===== src/rtl/dmem_port_arbiter_pkg.sv =====
// Package canary_mem_pkg: shared types and constants for the data-memory port arbiter.
//   arb_state_t : arbiter FSM states (IDLE, ISSUE, WAIT, COOL)
//   arb_owner_t : current owner of the dmem port (NONE, PIPE, AMO)
//   MASK_FULL   : all-ones byte mask for one 32-bit word; replicated for wider data paths
package canary_mem_pkg;

  typedef enum logic [1:0] {
    ST_IDLE,
    ST_ISSUE,
    ST_WAIT,
    ST_COOL
  } arb_state_t;

  typedef enum logic [1:0] {
    OWN_NONE,
    OWN_PIPE,
    OWN_AMO
  } arb_owner_t;

  localparam logic [3:0] MASK_FULL = 4'hF;

endpackage


===== src/rtl/dmem_port_arbiter_if.sv =====
// Interface dmem_port_arbiter_if: the single data-memory/dcache port.
//   dmem_addr   word-aligned request address (arbiter -> memory)
//   dmem_rmask  read byte mask, nonzero for one cycle per request
//   dmem_wmask  write byte mask, nonzero for one cycle per request
//   dmem_wdata  write data
//   dmem_rdata  read data, valid with dmem_resp (memory -> arbiter)
//   dmem_resp   one-cycle completion
// Modports: master (arbiter side), slave (memory side).
interface dmem_port_arbiter_if #(
  parameter int unsigned ADDR_W = 32,
  parameter int unsigned DATA_W = 32
);
  logic [ADDR_W-1:0]   dmem_addr;
  logic [DATA_W/8-1:0] dmem_rmask;
  logic [DATA_W/8-1:0] dmem_wmask;
  logic [DATA_W-1:0]   dmem_wdata;
  logic [DATA_W-1:0]   dmem_rdata;
  logic                dmem_resp;

  modport master (
    output dmem_addr, dmem_rmask, dmem_wmask, dmem_wdata,
    input  dmem_rdata, dmem_resp
  );

  modport slave (
    input  dmem_addr, dmem_rmask, dmem_wmask, dmem_wdata,
    output dmem_rdata, dmem_resp
  );
endinterface


===== src/rtl/dmem_arb_perf.sv =====
// dmem_arb_perf: saturating 32-bit performance counters for the dmem port arbiter.
//   clk, reset       clock, asynchronous active-high reset (clears counters)
//   stall_inc        pipe request waiting while not the owner this cycle
//   amo_op_inc       AMO write completion this cycle
//   perf_pipe_stall  saturating count of stall_inc cycles
//   perf_amo_ops     saturating count of amo_op_inc pulses
module dmem_arb_perf (
  input  logic        clk,
  input  logic        reset,
  input  logic        stall_inc,
  input  logic        amo_op_inc,
  output logic [31:0] perf_pipe_stall,
  output logic [31:0] perf_amo_ops
);

  always_ff @(posedge clk or posedge reset) begin
    if (reset) begin
      perf_pipe_stall <= '0;
      perf_amo_ops    <= '0;
    end else begin
      if (stall_inc && !(&perf_pipe_stall)) perf_pipe_stall <= perf_pipe_stall + 32'd1;
      if (amo_op_inc && !(&perf_amo_ops))   perf_amo_ops    <= perf_amo_ops + 32'd1;
    end
  end

endmodule


===== src/rtl/dmem_port_arbiter.sv =====
// dmem_port_arbiter: arbitrates MEM-stage loads/stores (pipe) and AMO read/write (amo)
// onto one data-memory port. The port stays locked to the AMO unit from its read grant
// until its write-back completes. Each request is issued as a one-cycle mask pulse;
// the completion and read data are routed combinationally back to the owner.
//   clk, reset                 clock, asynchronous active-high reset
//   pipe_rmask/wmask/addr/wdata  pipe request (held until pipe_resp); pipe_rdata/pipe_resp back
//   amo_read/write/addr/wdata    AMO request (held until amo_resp); amo_rdata/amo_resp back
//   dmem                       memory port (dmem_port_arbiter_if.master)
// Optional macro DMEM_ARB_PERF_EN adds perf_pipe_stall[31:0] and perf_amo_ops[31:0].
module dmem_port_arbiter
  import canary_mem_pkg::*;
#(
  parameter int unsigned ADDR_W = 32,
  parameter int unsigned DATA_W = 32
) (
  input  logic                clk,
  input  logic                reset,
  input  logic [DATA_W/8-1:0] pipe_rmask,
  input  logic [DATA_W/8-1:0] pipe_wmask,
  input  logic [ADDR_W-1:0]   pipe_addr,
  input  logic [DATA_W-1:0]   pipe_wdata,
  output logic [DATA_W-1:0]   pipe_rdata,
  output logic                pipe_resp,
  input  logic                amo_read,
  input  logic                amo_write,
  input  logic [ADDR_W-1:0]   amo_addr,
  input  logic [DATA_W-1:0]   amo_wdata,
  output logic [DATA_W-1:0]   amo_rdata,
  output logic                amo_resp,
  dmem_port_arbiter_if.master dmem
`ifdef DMEM_ARB_PERF_EN
  ,
  output logic [31:0]         perf_pipe_stall,
  output logic [31:0]         perf_amo_ops
`endif
);

  localparam int unsigned MASK_W = DATA_W / 8;
  // Full-word mask for AMO accesses; DATA_W is a multiple of 32
  localparam logic [MASK_W-1:0] AMO_MASK = {(MASK_W / 4){MASK_FULL}};

  arb_state_t          state, state_n;
  arb_owner_t          owner, owner_n;
  logic                amo_lock, amo_lock_n;
  logic [ADDR_W-1:0]   req_addr, req_addr_n;
  logic [MASK_W-1:0]   req_rmask, req_rmask_n;
  logic [MASK_W-1:0]   req_wmask, req_wmask_n;
  logic [DATA_W-1:0]   req_wdata, req_wdata_n;

  logic pipe_req;
  logic amo_req;
  logic amo_is_write;

  assign pipe_req = (|pipe_rmask) || (|pipe_wmask);
  assign amo_req  = amo_read || amo_write;
  // Once locked the only legal follow-up is the write-back, so write wins then.
  assign amo_is_write = amo_write && (amo_lock || !amo_read);

  always_ff @(posedge clk or posedge reset) begin
    if (reset) begin
      state     <= ST_IDLE;
      owner     <= OWN_NONE;
      amo_lock  <= 1'b0;
      req_addr  <= '0;
      req_rmask <= '0;
      req_wmask <= '0;
      req_wdata <= '0;
    end else begin
      state     <= state_n;
      owner     <= owner_n;
      amo_lock  <= amo_lock_n;
      req_addr  <= req_addr_n;
      req_rmask <= req_rmask_n;
      req_wmask <= req_wmask_n;
      req_wdata <= req_wdata_n;
    end
  end

  always_comb begin
    state_n     = state;
    owner_n     = owner;
    amo_lock_n  = amo_lock;
    req_addr_n  = req_addr;
    req_rmask_n = req_rmask;
    req_wmask_n = req_wmask;
    req_wdata_n = req_wdata;
    pipe_resp   = 1'b0;
    pipe_rdata  = '0;
    amo_resp    = 1'b0;
    amo_rdata   = '0;

    unique case (state)
      ST_IDLE: begin
        if (amo_req) begin
          owner_n     = OWN_AMO;
          req_addr_n  = {amo_addr[ADDR_W-1:2], 2'b00};
          req_wdata_n = amo_wdata;
          req_rmask_n = amo_is_write ? '0 : AMO_MASK;
          req_wmask_n = amo_is_write ? AMO_MASK : '0;
          if (!amo_is_write) amo_lock_n = 1'b1;
          state_n     = ST_ISSUE;
        end else if (!amo_lock && pipe_req) begin
          owner_n     = OWN_PIPE;
          req_addr_n  = {pipe_addr[ADDR_W-1:2], 2'b00};
          req_wdata_n = pipe_wdata;
          req_wmask_n = pipe_wmask;
          // A store with a stray load mask is treated as a pure store
          req_rmask_n = (|pipe_wmask) ? '0 : pipe_rmask;
          state_n     = ST_ISSUE;
        end
      end

      ST_ISSUE, ST_WAIT: begin
        if (state == ST_ISSUE) state_n = ST_WAIT;
        if (dmem.dmem_resp) begin
          state_n = ST_COOL;
          if (owner == OWN_PIPE) begin
            pipe_resp  = 1'b1;
            pipe_rdata = dmem.dmem_rdata;
          end else if (owner == OWN_AMO) begin
            amo_resp  = 1'b1;
            amo_rdata = dmem.dmem_rdata;
            if (|req_wmask) amo_lock_n = 1'b0;
          end
        end
      end

      ST_COOL: begin
        state_n = ST_IDLE;
        owner_n = OWN_NONE;
      end

      default: begin
        state_n = ST_IDLE;
        owner_n = OWN_NONE;
      end
    endcase
  end

  assign dmem.dmem_addr  = req_addr;
  assign dmem.dmem_wdata = req_wdata;
  assign dmem.dmem_rmask = (state == ST_ISSUE) ? req_rmask : '0;
  assign dmem.dmem_wmask = (state == ST_ISSUE) ? req_wmask : '0;

`ifdef DMEM_ARB_PERF_EN
  logic pipe_stall;
  logic amo_op_done;

  // The grant cycle itself (owner_n becomes PIPE) is not a stall
  assign pipe_stall  = pipe_req && (owner != OWN_PIPE) && (owner_n != OWN_PIPE);
  assign amo_op_done = amo_resp && (|req_wmask);

  dmem_arb_perf u_perf (
    .clk             (clk),
    .reset           (reset),
    .stall_inc       (pipe_stall),
    .amo_op_inc      (amo_op_done),
    .perf_pipe_stall (perf_pipe_stall),
    .perf_amo_ops    (perf_amo_ops)
  );
`endif

endmodule


===== src/flat_wrapper.sv =====
// flat-port wrapper written by rule: the top's interface ports become plain ports
module dmem_port_arbiter_flat import canary_mem_pkg::*;
#(
  parameter int unsigned ADDR_W = 32,
  parameter int unsigned DATA_W = 32
)
  (clk, reset, pipe_rmask, pipe_wmask, pipe_addr, pipe_wdata, pipe_rdata, pipe_resp, amo_read, amo_write, amo_addr, amo_wdata, amo_rdata, amo_resp, dmem_dmem_addr, dmem_dmem_rmask, dmem_dmem_wmask, dmem_dmem_wdata, dmem_dmem_rdata, dmem_dmem_resp);
  dmem_port_arbiter_if #(.ADDR_W(ADDR_W), .DATA_W(DATA_W)) dmem_i ();
  input  logic clk;
  input  logic reset;
  input  logic [DATA_W/8-1:0] pipe_rmask;
  input  logic [DATA_W/8-1:0] pipe_wmask;
  input  logic [ADDR_W-1:0] pipe_addr;
  input  logic [DATA_W-1:0] pipe_wdata;
  output logic [DATA_W-1:0] pipe_rdata;
  output logic pipe_resp;
  input  logic amo_read;
  input  logic amo_write;
  input  logic [ADDR_W-1:0] amo_addr;
  input  logic [DATA_W-1:0] amo_wdata;
  output logic [DATA_W-1:0] amo_rdata;
  output logic amo_resp;
  output wire logic [$bits(dmem_i.dmem_addr)-1:0] dmem_dmem_addr;
  output wire logic [$bits(dmem_i.dmem_rmask)-1:0] dmem_dmem_rmask;
  output wire logic [$bits(dmem_i.dmem_wmask)-1:0] dmem_dmem_wmask;
  output wire logic [$bits(dmem_i.dmem_wdata)-1:0] dmem_dmem_wdata;
  input wire logic [$bits(dmem_i.dmem_rdata)-1:0] dmem_dmem_rdata;
  input wire logic [$bits(dmem_i.dmem_resp)-1:0] dmem_dmem_resp;
  assign dmem_dmem_addr = dmem_i.dmem_addr;
  assign dmem_dmem_rmask = dmem_i.dmem_rmask;
  assign dmem_dmem_wmask = dmem_i.dmem_wmask;
  assign dmem_dmem_wdata = dmem_i.dmem_wdata;
  assign dmem_i.dmem_rdata = dmem_dmem_rdata;
  assign dmem_i.dmem_resp = dmem_dmem_resp;
  dmem_port_arbiter #(.ADDR_W(ADDR_W), .DATA_W(DATA_W)) u_core (.clk(clk), .reset(reset), .pipe_rmask(pipe_rmask), .pipe_wmask(pipe_wmask), .pipe_addr(pipe_addr), .pipe_wdata(pipe_wdata), .pipe_rdata(pipe_rdata), .pipe_resp(pipe_resp), .amo_read(amo_read), .amo_write(amo_write), .amo_addr(amo_addr), .amo_wdata(amo_wdata), .amo_rdata(amo_rdata), .amo_resp(amo_resp), .dmem(dmem_i));
endmodule

===== config.mk =====
export PLATFORM = sky130hd
export DESIGN_NAME = dmem_port_arbiter_flat
export DESIGN_NICKNAME = d
export VERILOG_FILES = /design/src/rtl/dmem_port_arbiter_pkg.sv /design/src/rtl/dmem_port_arbiter_if.sv /design/src/rtl/dmem_arb_perf.sv /design/src/rtl/dmem_port_arbiter.sv /design/src/flat_wrapper.sv
export SDC_FILE = /design/constraint.sdc
export NUM_CORES = 1
export LEC_CHECK = 0
export BUFFER_PORTS_ARGS = -buffer_cell sky130_fd_sc_hd__buf_2
export CORE_AREA = 2 2 120 122
export CTS_CLUSTER_SIZE = 24
export DETAILED_ROUTE_END_ITERATION = 8
export DIE_AREA = 0 0 122 124
export GPL_TIMING_DRIVEN = 1
export PLACE_DENSITY = 0.65
export SYNTH_ARGS = -nofsm -noshare
export SYNTH_HDL_FRONTEND = slang
export SYNTH_SLANG_ARGS = --single-unit

===== constraint.sdc =====
create_clock -name clk -period 2.6 [get_ports clk]
set_input_delay 0.52 -clock clk [delete_from_list [all_inputs] [get_ports clk]]
set_output_delay 0.52 -clock clk [all_outputs]
set_load 0.1 [all_outputs]

After elaboration in Yosys (flattened, before gate mapping). Index checks and enable logic that the tools add are counted. W data, S select, Z words.

Register bits after elaboration: 77. Latch bits: 0. RAM bits: 0. Bits in read-only memories: 0. Bits of input ports: 173. Output and inout port bits: 138. Logic and storage cells: 80. Memories: 0.

Add/subtract/negate cells: 0. Multipliers: 0. Div/mod/pow operators: 0. $lt $le $gt $ge: 0. Equality and inequality tests: 13. Shifts and indexed selects: 0. Multiplexer cells: 41. Bitwise operators: 0. Reductions and logical operators: 19.

Operators with widths (number): $mux W32 (11); $mux W4 (9); $mux W1 (13); $reduce_or A4 Y1 (3); $mux W2 (5); $reduce_and A7 Y1 (1); $eq A2 B2 Y1 const B (3); $ne A2 B1 Y1 const B (3); $ne A2 B2 Y1 const B (3); $pmux W2 S3 (1); $reduce_and A2 Y1 (3); $reduce_bool A2 Y1 (3); $eq A2 B1 Y1 const B (2); $pmux W2 S2 (1); $logic_or A1 B1 Y1 (3); $ne A3 B1 Y1 const B (1); $ne A3 B2 Y1 const B (1); $logic_and A1 B1 Y1 (2); $logic_not A1 Y1 (2); $logic_not A2 Y1 (1); $pmux W1 S2 (1); $reduce_or A2 Y1 (1).

Depth between registers and ports, before layout.
Depth in word-level cells: 6. Depth in mapped cells: 7. Mapped depth without buffers: 6.

Worst setup path after synthesis. OpenSTA, ideal clock, no wires.

Kind: reg2out. Start point: register u_core.state[0]. End point: output pipe_rdata[0]. Data arrival time: 3.116 ns. Data required time: 2.080 ns. Path slack: -1.036 ns. Stages on the path, launching flop included: 7. Buffers on the path: 1. Cells stage by stage: dfrtp_1 -> inv_1 -> ha_1 -> nand2_1 -> nor3b_1 -> clkbuf_1 -> and2_1.

Cells in the longest elaborated chain, start to end: 3. Elaborated cells on any way between the ends: 4. Those cells by class: eq/ne (2); mux (1); reduce/logical (1).

RTL lines: from (decl) (line dmem_port_arbiter.sv:42) `arb_state_t state, state_n;`; from (signal assigned) (line dmem_port_arbiter.sv:69) `state <= state_n;`; $eq A2 B2 Y1 / $eq A2 B1 Y1 (equally long branches) (line dmem_port_arbiter.sv:92) `unique case (state)`; $reduce_or A2 Y1 * (line dmem_port_arbiter.sv:92); $mux W32 * (line dmem_port_arbiter.sv:92); to (decl) (line flat_wrapper.sv:15) `output logic [DATA_W-1:0] pipe_rdata;`.

Mark *: on every way between the ends. The rest lies on a longest branch, timed or not.

Worst setup path in the final report.
Start point: register u_core.state[1]. End point: output pipe_rdata[8].

The elaborated chain is that of the path after synthesis.

==> metrics.md <==
| Metric | Value |
|---|---|
| Worst-path clk slew | `0.06 ns` |
| Die W | `122 um` |
| Full die area | `15100 um^2` |
| Fin util | `0.568` |
| Sink Count | `75` |
| Clock root buffer | `clkbuf_16` |
| Later-pin clock latency in the skew report | `0.33 ns` |
| N_diodes | `0` |
| Drt via density | `4.62` |
| Synth cell count leaders | `dfrtp_1, and2_1, mux2_4, mux2_2, buf_6` |
| Crit path depth | `8` |
| DIE HEIGHT | `124 um` |
| Slew @ Worst Pin | `0.583 ns` |
| Drt pass-1 iters | `4` |
| Drc violations | `0` |
| Global-route wire length before repair | `22.1 mm` |
| Synthesis-stage register bit count | `75` |
| Vias in the first global route | `4068` |
| Layout cell share with drive strength beyond 1 | `0.804` |
| CP delay by family, top | `buffers and inverters` |
| Outcome | `finished, final reports clean` |
| Crit Path Max Fanout | `17` |
| Initial DRC count | `143` |
| Slew margin rel. | `0.611` |
| Largest cells by area after synthesis | `dfrtp_1, mux2_4, mux2_2, and2_1, buf_6` |
| Unrepaired setup endpoints after global routing | `no` |
| Final instance area | `7790 um^2` |
| WS Path Type | `flop to primary output` |
| DR vias | `3893` |
| Per-cell routed wire length | `17.4 um` |
| Layout area overhead | `71.6%` |
| Fin. Hold Viols | `0` |
| Syn Area/Cell | `12.8 um^2` |
| Number of synthesized flops with an enable pin | `0` |
| CP Capture Type | `primary output` |
| Most used cell, CP | `buf_12` |
| Placer congestion estimate | `0.750` |
| Largest net degree at the start of global routing | `46` |
| Overflow after GRT | `0` |
| Worst Skew | `0.00587 ns` |
| Starting density of the core | `0.331` |
| Final WL | `14.7 mm` |
| # setup viols final | `0` |
| DP HPWL | `11.6 mm` |
| H-tree levels | `3` |
| Initial antenna violation count | `1` |
| Tot GR Track Use | `0.192` |
| Sequential-to-total area share from yosys stat | `0.414` |
| Slowest-stage cell, CP | `dfrtp_1` |
| Cts bufs inserted | `9` |
| Most frequent cell after synthesis | `dfrtp_1` |
| Critical path required time | `2.08 ns` |
| IO buf count | `304` |
| Fmax | `0.396 GHz` |
| Max-cap violations | `0` |
| Final antenna-violating net count | `0` |
| Area share of the leading cell type in the synthesized netlist | `0.414` |
| Final min period | `2.53 ns` |
| Primary FF master, synth | `dfrtp_1` |
| CP bufs+invs | `4` |
| Slew Viols, Final | `0` |
| CP Data Arrival Time | `2.01 ns` |
| Placed cell areas | `7370 um^2` |
| Final period utilization | `0.972` |
| Startpoint types | `flop` |
| Bufs on Longest Clock Path | `2` |
| Reg2reg path depth | `4` |
| I/O pin count | `311` |
| Hold_buf cts | `0` |
| Mapped Cells | `355` |
| CTS tree | `done` |
| Layout Nets | `835` |
| Area leader, netlist | `dfrtp_1` |
| Hold Crit Class | `input pin to asynchronous set/reset pin` |
| Yosys Warn Count | `0` |
| Core ar. | `13700 um^2` |
| CP max stage delay | `0.37 ns` |
| Synthesized area | `4540 um^2` |
| Placement Rows | `43` |
| Synth async-reset ratio | `1.00` |
| Yosys cell types | `35` |
| Critical Path, Cell by Cell | `inv_2 -> ha_4 -> nand2_2 -> nor3b_4 -> buf_6 -> buf_12 -> and2_1 -> buf_12` |
-- layout make-up --
cell class | count | area, um^2
inverter | 5 | 20.0
clock inverter | 6 | 114
multi-input combinational | 252 | 2630
sequential | 75 | 1880
timing repair buffer | 316 | 2700
fill | 1130 | 5930
tap | 180 | 225
clock buffer | 9 | 225
-- metrics by stage --
step / std cells / setup slack [ns] / setup TNS [ns] / hold slack [ns]
after floorplan: 356 / -0.153 / -0.214 / 0.473
after global placement: 824 / 0.303 / 0 / 0.490
after detailed placement: 824 / 0.242 / 0 / 0.488
after CTS: 842 / 0.0123 / 0 / 0.237
after global routing: 843 / 0.00575 / 0 / 0.281
final: 843 / 0.0730 / 0 / 0.228
-- cells in the final DEF (no fill, tap or decap), types with 2 or more instances in the layout --
cell and instances:
nor2_1 6, and2_4 19, inv_1 3, conb_1 2, clkbuf_16 9, mux2_4 66
o21ai_0 2, mux2_2 63, and2_2 41, dfrtp_1 75, buf_12 72, a2bb2oi_1 4
nand2_1 6, ha_1 2, a21oi_1 5, buf_4 4, and2_1 13, o211ai_1 2
nor4_2 2, buf_2 238, clkinvlp_4 2, bufinv_16 3
-- cells by family (layout without fill, tap and decap cells) --
kind of cell / count (synthesis) / in the layout / synth area share
AOI/OAI and AO/OA: 22 / 22 / 0.0350
DFF: 75 / 75 / 0.414
and+or+nand+nor: 96 / 96 / 0.127
other: 1 / 2 / 0.000826
muxes: 129 / 129 / 0.375
adders and majority gates: 3 / 3 / 0.00827
buffers and inverters: 29 / 336 / 0.0408
-- registers in the layout, indices dropped and copies added (netlist names) --
register / flops
u_core.req_rmask: 4
u_core.state: 2
u_core.owner: 2
u_core.amo_lock: 1
u_core.dmem.dmem_wdata: 32
u_core.dmem.dmem_addr: 30
u_core.req_wmask: 4
-- timing repair --
item	4_1_cts	5_1_grt
setup buffers	2	1
setup endpoints to repair	64	41
gates cloned	1	0
resized for setup	5	3
pin swaps	1	1
-- worst paths after layout --
| check | start | to | slack, ns |
|---|---|---|---|
| max | u_core.state[1]$_DFFE_PP0P_ | pipe_rdata[8] | 0.07 |
| min | reset | u_core.dmem.dmem_wdata[16]$_DFFE_PP0P_ | 0.23 |
| max reg2reg | u_core.amo_lock$_DFFE_PP0P_ | u_core.dmem.dmem_addr[17]$_DFFE_PP0P_ | 0.63 |
| min reg2reg | u_core.dmem.dmem_addr[15]$_DFFE_PP0P_ | u_core.dmem.dmem_addr[15]$_DFFE_PP0P_ | 0.50 |
| max in group asynchronous | reset | u_core.dmem.dmem_addr[28]$_DFFE_PP0P_ | 1.74 |
| min in group clk | pipe_rmask[3] | u_core.req_rmask[3]$_DFFE_PP0P_ | 0.44 |
-- per-layer routing --
| layer | GRT usage | routed length [um] | up-vias |
|---|---|---|---|
| met2 | 0.362 | 7830 | 198 |
| met4 | 0.0503 | 154 | 2 |
| met1 | 0.209 | 5330 | 1844 |
| li1 | - | - | 1837 |
| met3 | 0.0577 | 1350 | 12 |
| met5 | 0 | 13 | - |
Power is left out: the tool's default activity adds up to more than one toggle a clock period on the data nets, which glitch-free logic cannot reach.
